[src/rtl/uart_arb_pkg.sv]
// uart_arb_pkg: shared state encoding and width helper
// for the UART TX write-port arbiter.
package uart_arb_pkg;

    typedef enum logic [1:0] {
        IDLE  = 2'b00,
        GRANT = 2'b01,
        HOLD  = 2'b10
    } arb_state_t;

    // ceil(log2(n)) for n >= 1
    function automatic int clog2_f(input int n);
        int r;
        r = 0;
        for (int i = 0; i < 31; i++) begin
            if ((1 << i) < n) r = i + 1;
        end
        return r;
    endfunction

endpackage

[src/rtl/uart_tx_arbiter_if.sv]
// uart_tx_arbiter_if: requester bundle plus TX FIFO write side.
// master = producers/FIFO side, slave = arbiter.
interface uart_tx_arbiter_if #(
    parameter int NREQ  = 4,
    parameter int DBITS = 8
);
    import uart_arb_pkg::*;

    localparam int GW = clog2_f(NREQ);

    logic [NREQ-1:0]       req_valid;
    logic [NREQ*DBITS-1:0] req_data;
    logic [NREQ-1:0]       req_last;
    logic [NREQ-1:0]       req_ready;
    logic                  tx_full;
    logic                  write_uart;
    logic [DBITS-1:0]      write_data;
    logic [GW-1:0]         grant_id;
    logic                  busy;
    logic                  timeout_flag;

    modport master (
        output req_valid, req_data, req_last, tx_full,
        input  req_ready, write_uart, write_data,
        input  grant_id, busy, timeout_flag
    );

    modport slave (
        input  req_valid, req_data, req_last, tx_full,
        output req_ready, write_uart, write_data,
        output grant_id, busy, timeout_flag
    );

endinterface

[src/rtl/uart_rr_pick.sv]
// uart_rr_pick: combinational round-robin picker.
// Ports: req (requests), ptr (last winner) -> gnt_idx, any.
module uart_rr_pick
    import uart_arb_pkg::*;
#(
    parameter int NREQ = 4,
    parameter int GW   = clog2_f(NREQ)
) (
    input  logic [NREQ-1:0] req,
    input  logic [GW-1:0]   ptr,
    output logic [GW-1:0]   gnt_idx,
    output logic            any
);

    function automatic logic [GW-1:0] slot(
        input logic [GW-1:0] p,
        input int            k
    );
        return GW'((int'(p) + k) % NREQ);
    endfunction

    // Walk from lowest priority to highest so the
    // final hit is the first requester after ptr.
    always_comb begin
        gnt_idx = '0;
        any     = 1'b0;
        for (int k = NREQ; k >= 1; k--) begin
            if (req[slot(ptr, k)]) begin
                gnt_idx = slot(ptr, k);
                any     = 1'b1;
            end
        end
    end

endmodule

[src/rtl/uart_tx_arbiter.sv]
// uart_tx_arbiter: packet round-robin arbiter for the UART TX FIFO
// write port. Ports: clk_100MHz, reset_btn (async, high), bus (slave:
// req_valid/data/last/ready, tx_full, write_uart/data, grant_id,
// busy, timeout_flag). Optional macro: UART_ARB_TIMEOUT_EN.
module uart_tx_arbiter
    import uart_arb_pkg::*;
#(
    parameter int NREQ    = 4,
    parameter int DBITS   = 8,
    parameter int TIMEOUT = 1024,
    parameter int TO_BITS = 11
) (
    input logic              clk_100MHz,
    input logic              reset_btn,
    uart_tx_arbiter_if.slave bus
);

    localparam int GW = clog2_f(NREQ);

    generate
        if (NREQ < 2 || NREQ > 8) begin : g_bad_nreq
            $error("uart_tx_arbiter: NREQ must be 2..8");
        end
        if ((1 << TO_BITS) <= TIMEOUT) begin : g_bad_to
            $error("uart_tx_arbiter: TO_BITS too small");
        end
    endgenerate

    arb_state_t       state;
    arb_state_t       state_d;
    logic [GW-1:0]    gid_q;
    logic [GW-1:0]    ptr_q;
    logic [GW-1:0]    pick_idx;
    logic             pick_any;
    logic             done_q;
    logic             wu_q;
    logic [DBITS-1:0] wd_q;
    logic [NREQ-1:0]  ready;
    logic             xfer;
    logic             cur_valid;
    logic             cur_last;
    logic [DBITS-1:0] cur_data;
    logic             to_hit;

    assign cur_valid = bus.req_valid[gid_q];
    assign cur_last  = bus.req_last[gid_q];
    assign cur_data  = bus.req_data[gid_q*DBITS +: DBITS];

    uart_rr_pick #(
        .NREQ (NREQ)
    ) u_pick (
        .req     (bus.req_valid),
        .ptr     (ptr_q),
        .gnt_idx (pick_idx),
        .any     (pick_any)
    );

    always_comb begin
        state_d = state;
        ready   = '0;
        xfer    = 1'b0;
        unique case (state)
            IDLE: begin
                if (pick_any) state_d = GRANT;
            end
            GRANT: begin
                ready[gid_q] = ~bus.tx_full;
                xfer         = cur_valid & ~bus.tx_full;
                if (xfer) begin
                    state_d = HOLD;
                end else if (to_hit) begin
                    state_d = IDLE;
                end
            end
            HOLD: begin
                // One dead cycle lets tx_full catch up
                // with the word just written.
                state_d = done_q ? IDLE : GRANT;
            end
            default: state_d = IDLE;
        endcase
    end

    always_ff @(posedge clk_100MHz or posedge reset_btn) begin
        if (reset_btn) state <= IDLE;
        else           state <= state_d;
    end

    always_ff @(posedge clk_100MHz or posedge reset_btn) begin
        if (reset_btn) begin
            gid_q  <= '0;
            ptr_q  <= GW'(NREQ - 1);
            done_q <= 1'b0;
            wu_q   <= 1'b0;
            wd_q   <= '0;
        end else begin
            wu_q <= xfer;
            if (state == IDLE && pick_any) gid_q <= pick_idx;
            if (xfer) begin
                wd_q   <= cur_data;
                done_q <= cur_last;
            end
            if ((xfer && cur_last) || to_hit) ptr_q <= gid_q;
        end
    end

`ifdef UART_ARB_TIMEOUT_EN
    logic [TO_BITS-1:0] to_cnt;
    logic               to_flag_q;

    // Only a silent holder counts; tx_full stalls with
    // valid high leave the count untouched.
    assign to_hit = (state == GRANT) && !cur_valid &&
                    (to_cnt == TO_BITS'(TIMEOUT - 1));

    always_ff @(posedge clk_100MHz or posedge reset_btn) begin
        if (reset_btn) begin
            to_cnt    <= '0;
            to_flag_q <= 1'b0;
        end else begin
            to_flag_q <= to_hit;
            if (state != GRANT || xfer) begin
                to_cnt <= '0;
            end else if (!cur_valid) begin
                to_cnt <= to_cnt + 1'b1;
            end
        end
    end

    assign bus.timeout_flag = to_flag_q;
`else
    assign to_hit           = 1'b0;
    assign bus.timeout_flag = 1'b0;
`endif

    assign bus.req_ready  = ready;
    assign bus.write_uart = wu_q;
    assign bus.write_data = wd_q;
    assign bus.grant_id   = gid_q;
    assign bus.busy       = (state != IDLE);

endmodule

[src/flat_wrapper.sv]
// flat-port wrapper written by rule: the top's interface ports become plain ports
module uart_tx_arbiter_flat import uart_arb_pkg::*;
#(
    parameter int NREQ    = 4,
    parameter int DBITS   = 8,
    parameter int TIMEOUT = 1024,
    parameter int TO_BITS = 11
)
  (clk_100MHz, reset_btn, bus_req_valid, bus_req_data, bus_req_last, bus_tx_full, bus_req_ready, bus_write_uart, bus_write_data, bus_grant_id, bus_busy, bus_timeout_flag);
  uart_tx_arbiter_if #(.NREQ(NREQ), .DBITS(DBITS)) bus_i ();
  input logic clk_100MHz;
  input logic reset_btn;
  input wire logic [$bits(bus_i.req_valid)-1:0] bus_req_valid;
  input wire logic [$bits(bus_i.req_data)-1:0] bus_req_data;
  input wire logic [$bits(bus_i.req_last)-1:0] bus_req_last;
  input wire logic [$bits(bus_i.tx_full)-1:0] bus_tx_full;
  output wire logic [$bits(bus_i.req_ready)-1:0] bus_req_ready;
  output wire logic [$bits(bus_i.write_uart)-1:0] bus_write_uart;
  output wire logic [$bits(bus_i.write_data)-1:0] bus_write_data;
  output wire logic [$bits(bus_i.grant_id)-1:0] bus_grant_id;
  output wire logic [$bits(bus_i.busy)-1:0] bus_busy;
  output wire logic [$bits(bus_i.timeout_flag)-1:0] bus_timeout_flag;
  assign bus_i.req_valid = bus_req_valid;
  assign bus_i.req_data = bus_req_data;
  assign bus_i.req_last = bus_req_last;
  assign bus_i.tx_full = bus_tx_full;
  assign bus_req_ready = bus_i.req_ready;
  assign bus_write_uart = bus_i.write_uart;
  assign bus_write_data = bus_i.write_data;
  assign bus_grant_id = bus_i.grant_id;
  assign bus_busy = bus_i.busy;
  assign bus_timeout_flag = bus_i.timeout_flag;
  uart_tx_arbiter #(.NREQ(NREQ), .DBITS(DBITS), .TIMEOUT(TIMEOUT), .TO_BITS(TO_BITS)) u_core (.clk_100MHz(clk_100MHz), .reset_btn(reset_btn), .bus(bus_i));
endmodule
[config.mk]
export PLATFORM = sky130hd
export DESIGN_NAME = uart_tx_arbiter_flat
export DESIGN_NICKNAME = d
export VERILOG_FILES = /design/src/rtl/uart_arb_pkg.sv /design/src/rtl/uart_tx_arbiter_if.sv /design/src/rtl/uart_rr_pick.sv /design/src/rtl/uart_tx_arbiter.sv /design/src/flat_wrapper.sv
export SDC_FILE = /design/constraint.sdc
export NUM_CORES = 1
export LEC_CHECK = 0
export ABC_AREA = 1
export CAP_MARGIN = 20
export CORE_MARGIN = 1
export CORE_UTILIZATION = 39
export DETAILED_ROUTE_END_ITERATION = 10
export GPL_TIMING_DRIVEN = 0
export PLACE_DENSITY = 0.8
export REMOVE_ABC_BUFFERS = 1
export SLEW_MARGIN = 10
export SYNTH_ARGS = -nofsm -noshare
export SYNTH_HDL_FRONTEND = slang
export SYNTH_SLANG_ARGS = --single-unit
[constraint.sdc]
create_clock -name clk_100MHz -period 2 [get_ports clk_100MHz]
set_input_delay 0.2 -clock clk_100MHz [delete_from_list [all_inputs] [get_ports clk_100MHz]]
set_output_delay 0.2 -clock clk_100MHz [all_outputs]
set_load 0.02 [all_outputs]
==> results.yml, run 1 <==
run:
  maxCapViolCount: 0
synth:
  yosysTopAreaCell: "dfrtp_1"
  async_reset_ff_frac: 1.00
  synth_cell_types: 19
  yosysMostFrequentCell: "nand2_1"
  synth_edf_count: 0
  syn_inst: 179
  syn_avg_cell_area_um2: 6.30
  synth_area_leaders: "dfrtp_1, nand2_1, nand3_1, a22oi_1, inv_1"
  yosysSeqAreaShare: 0.357
  yosys_warnings: 0
  syn_area_um2: 1130
  netlist.area_leader.share: 0.310
  synth-seq-cells: 16
  synth_flop_cell: "dfrtp_1"
  ys_top_cells_by_count: "nand2_1, inv_1, nand3_1"
min_path:
  hold_path_class: "primary input to asynchronous set/reset pin"
power:
  max-vdd-ir-drop_uv: 1120
  p_per_area_nw_per_um2: 1340
  p_leak_nw: 0.892
setup_path:
  crit_fanout: 12
  cp.arrival_ns: 2.05
  cp-start-kind: "flip-flop"
  required_ns: 2.23
  crit_type: "flip-flop to flip-flop"
  critPathCaptureType: "flip-flop"
clock_network:
  cts_buffers: 3
  tritoncts: "done"
  clk_pin_slew_ns: 0.10
  cts_hold_buf: 0
  numClockSinks: 16
  cts_root_buf: "clkbuf_4"
  htree_levels: 1
  clock_latency_ns: 0.29
  clockBufferDepth: 2
finish:
  drive_gt1_frac: 0.0636
  utilization: 0.632
  nets: 280
  diodes: 0
  area_growth_pct: 54.5
  fin_cells: 267
  n_fill_cell: 248
grt:
  grt_remaining_overflow: 0
  grt_pass1_wl_um: 5340
  antenna_found_initial: 0
  grt-busiest-layer: "met2"
  use_met2: 0.373
  grt.met3_usage: 0.0558
  grt_max_degree: 17
  grt_usage: 0.215
  met1_usage: 0.280
  grt_pass1_vias: 1284
placement:
  dp_hpwl_um: 2330
  dp.cells: 263
  io_buffer_count: 58
  gp_congestion: 0.909
sta:
  drv_slew: 0
  fin_crit_ns: 1.82
  skew_ns: 0.00955
  fmax_mhz: 548
  period_share: 0.912
  rsz0062_at_grt: "no"
  slew_headroom: 0.606
  holdWs_ns: 0.268
  setup_viol: 0
  setup-tns-final_ns: 0
  hold_viol: 0
  tightest_slew_ns: 0.590
drt:
  drt_pass1_iterations: 4
  drt_iter0_markers: 54
  via_per_inst: 4.94
  drc: 0
  routedWlPerCell_um: 11.0
  ant_nets: 0
  vias: 1319
  routed_wl_um: 2940
floorplanning:
  rows: 19
  core_um2: 2760
  die_area_um2: 3110
  die_h_um: 55.8
  pin_count: 60
  die_x_um: 55.8
  start_util: 0.409
run_status:
  run_status: "finished, final reports clean"
[per-stage QoR]
step,worst slack (ns),total power [mW],area (um^2)
after floorplan,0.396,1.58,1090
final,0.175,2.34,1740
after global placement,0.0858,2.12,1710
after global routing,0.00962,2.59,1740
after CTS,0.0672,2.34,1740
after detailed placement,0.0792,2.14,1710
[worst max-delay path: stages, from the launching register on]
cell	delay [ns]
dfrtp_2	0.48
inv_1	0.15
nand2_1	0.11
inv_2	0.21
a22oi_2	0.11
nand2_1	0.10
nand2_2	0.15
inv_2	0.22
nand2_1	0.12
nand2_1	0.07
nand2_1	0.05
[logic make-up after synthesis]
logic type             after synthesis  share of synthesized area
AND/OR/NAND/NOR                    119                      0.427
buffers and inverters               25                      0.104
AO/OA/AOI/OAI                       18                      0.109
flip-flops                          16                      0.357
other                                1                    0.00332
[final cells by class]
type / count / area (um^2) / share of cell area
Inverter: 20 / 75.1 / 0.0430
Timing Repair Buffer: 58 / 576 / 0.330
Multi-Input combinational cell: 138 / 613 / 0.352
Clock buffer: 4 / 36.3 / 0.0208
Tap cell: 31 / 38.8 / 0.0222
Sequential cell: 16 / 405 / 0.232
[path summary, 6_finish.rpt]
kind,endpoint,cells past startpoint,slack (ns),startpoint
min,u_core.state[1],2,0.27,reset_btn
min in group clk_100MHz,u_core.bus.write_data[3],2,0.49,u_core.bus.write_data[3]
min reg2reg,u_core.bus.write_data[3],2,0.49,u_core.bus.write_data[3]
max,u_core.ptr_q[1],10,0.18,u_core.bus.grant_id[1]
max in group asynchronous,u_core.bus.grant_id[0],2,1.32,reset_btn
max reg2reg,u_core.ptr_q[1],10,0.18,u_core.bus.grant_id[1]
[cells in the final DEF, fill, tap and decap left out, types with 4 or more instances in the layout]
cell type	n
a22oi_1	10
clkdlybuf4s50_1	54
dfrtp_1	12
dlygate4sd2_1	4
inv_1	17
nand2_1	87
nand3_1	16
nor2_1	11
o21ai_0	4
[per-layer routing]
layer | vias to the layer above | wire length (um) | share of wire
met2 | 63 | 1390 | 0.47
met1 | 581 | 1320 | 0.45
met5 | - | 0 | 0
met4 | 0 | 0 | 0
met3 | 0 | 230 | 0.078
li1 | 675 | - | -
[timing repair]
item | in CTS | in global routing
cloned | 0 | 0
setup buffers | 0 | 0
pin swaps | 0 | 0
gates resized for setup | 4 | 3
setup endpoints to repair | 4 | 6
[state kept, by name, indices dropped and copies added (netlist names)]
register	flops
u_core.bus.write_data	8
u_core.done_q	1
u_core.bus.grant_id	2
u_core.ptr_q	2
u_core.bus.write_uart	1
u_core.state	2
[where the power goes]
part           switching [mW]  internal (mW)
registers               0.157          0.488
clock network           0.101          0.111
logic                   0.884          0.602
Power figures use the tool's default switching activity.
==> run 2, diff against run 1 <==
CORE_ASPECT_RATIO = 0.6   (was not set)
==> results.yml, run 2 (synthesis results as in run 1) <==
drt:
  vias: 1281
  routed_wl_um: 3130
  drt_iter0_markers: 56
  drc: 0
  via_per_inst: 4.78
  routedWlPerCell_um: 11.7
  drt_pass1_iterations: 4
  ant_nets: 0
clock_network:
  clock_latency_ns: 0.25
  clockBufferDepth: 2
  htree_levels: 1
  cts_setup_buffers: 0
  cts_buffers: 3
  tritoncts: "done"
  clk_pin_slew_ns: 0.06
  cts_hold_buf: 0
  cts_root_buf: "clkbuf_8"
  numClockSinks: 16
floorplanning:
  start_util: 0.430
  die_h_um: 43.7
  pin_count: 60
  die_area_um2: 3120
  rows: 14
  core_um2: 2630
  die_x_um: 71.4
setup_path:
  crit_top_cell: "nand2_1"
  worstPathBufferInverterCount: 2
  crit_family: "simple AND/OR/NAND/NOR gates"
  required_ns: 2.19
  cp-start-kind: "flip-flop"
  r2r_slack_ns: 0.10
  critPathCaptureType: "flip-flop"
  slowest_stage: "dfrtp_1"
  crit_type: "flip-flop to flip-flop"
  max_stage_delay_ns: 0.60
  crit_cells: 9
  crit_fanout: 12
  crit_chain: "nand2_1, inv_2, a22oi_1, nand2_1, nand2_2, inv_2, nand2_1, nand2_1, nand2_1"
  cp.arrival_ns: 2.08
  worstRegToRegCells: 9
grt:
  grt_pass1_wl_um: 5140
  grt_max_degree: 17
  grt_remaining_overflow: 0
  grt_usage: 0.222
  antenna_found_initial: 0
  grt_pass1_vias: 1145
finish:
  layout_common_cells: "nand2_1, clkdlybuf4s50_1, inv_1, nand3_1, dfrtp_1"
  final_common_cell: "nand2_1"
  largest_reg_flops: 8
  final_area_um2: 1760
  drive_gt1_frac: 0.0593
  utilization: 0.671
  fin_cells: 268
  area_growth_pct: 56.2
  nets: 280
  diodes: 0
run_status:
  run_status: "finished, final reports clean"
placement:
  dp_slack_ns: 0.0399
  place_area_um2: 1710
  io_buffer_count: 58
  gp_congestion: 0.907
  dp_hpwl_um: 2530
  dp.cells: 264
power:
  finalPower_mw: 2.43
  internal-power_mw: 1.26
  p_comb_frac: 0.612
  swShare: 0.480
  max-vdd-ir-drop_uv: 695
  switching_power_mw: 1.17
  seqPwrFrac: 0.271
  p_leak_nw: 0.901
  p_per_area_nw_per_um2: 1380
  pwr-share-clk: 0.117
sta:
  slew_headroom: 0.619
  setup-tns-final_ns: 0
  holdWs_ns: 0.308
  rsz0062_at_grt: "no"
  period_share: 0.949
  skew_ns: 0.00311
  drv_slew: 0
  fmax_mhz: 527
  fin_ws_ns: 0.103
  hold_viol: 0
  fin_crit_ns: 1.90
  setup_viol: 0
  tightest_slew_ns: 0.571
run:
  maxCapViolCount: 0
min_path:
  hold_path_class: "primary input to asynchronous set/reset pin"
## run 2: final cells by class
cell class	count	area, um^2
flip-flops and latches	16	404
fillers	248	865
multi-input cells	138	613
inverters	20	75.1
clock buffers	4	55.1
well taps	32	40.0
repair buffers	58	576
## run 2: path summary, 6_finish.rpt
path	startpoint	endpoint
min reg2reg	u_core.bus.write_data[7]	u_core.bus.write_data[7]
min	reset_btn	u_core.bus.write_uart
max	u_core.bus.grant_id[0]	u_core.ptr_q[0]
min in group clk_100MHz	u_core.bus.write_data[7]	u_core.bus.write_data[7]
max in group asynchronous	reset_btn	u_core.bus.grant_id[1]
max reg2reg	u_core.bus.grant_id[0]	u_core.ptr_q[0]
## run 2: what timing repair did
item                       CTS  global route
setup endpoints to repair    4             3
gates resized for setup      4             2
pin swaps                    0             0
hold endpoints to repair     0             0
## run 2: layer usage
| layer | global-route usage | vias to the layer above | wire (um) |
|---|---|---|---|
| li1 | - | 675 | - |
| met1 | 0.326 | 552 | 1650 |
| met2 | 0.322 | 49 | 1240 |
| met3 | 0.0535 | 5 | 207 |
| met4 | 0.0720 | 0 | 34 |
| met5 | 0 | - | 0 |
## run 2: power groups by stage
stage                     logic [mW]  registers (mW)  clock network, mW
final                           1.49           0.657              0.284
after global routing            1.66           0.683              0.307
after detailed placement        1.50           0.643                  0
after CTS                       1.48           0.645              0.289
after floorplan                0.848           0.727                  0
after global placement          1.48           0.642                  0
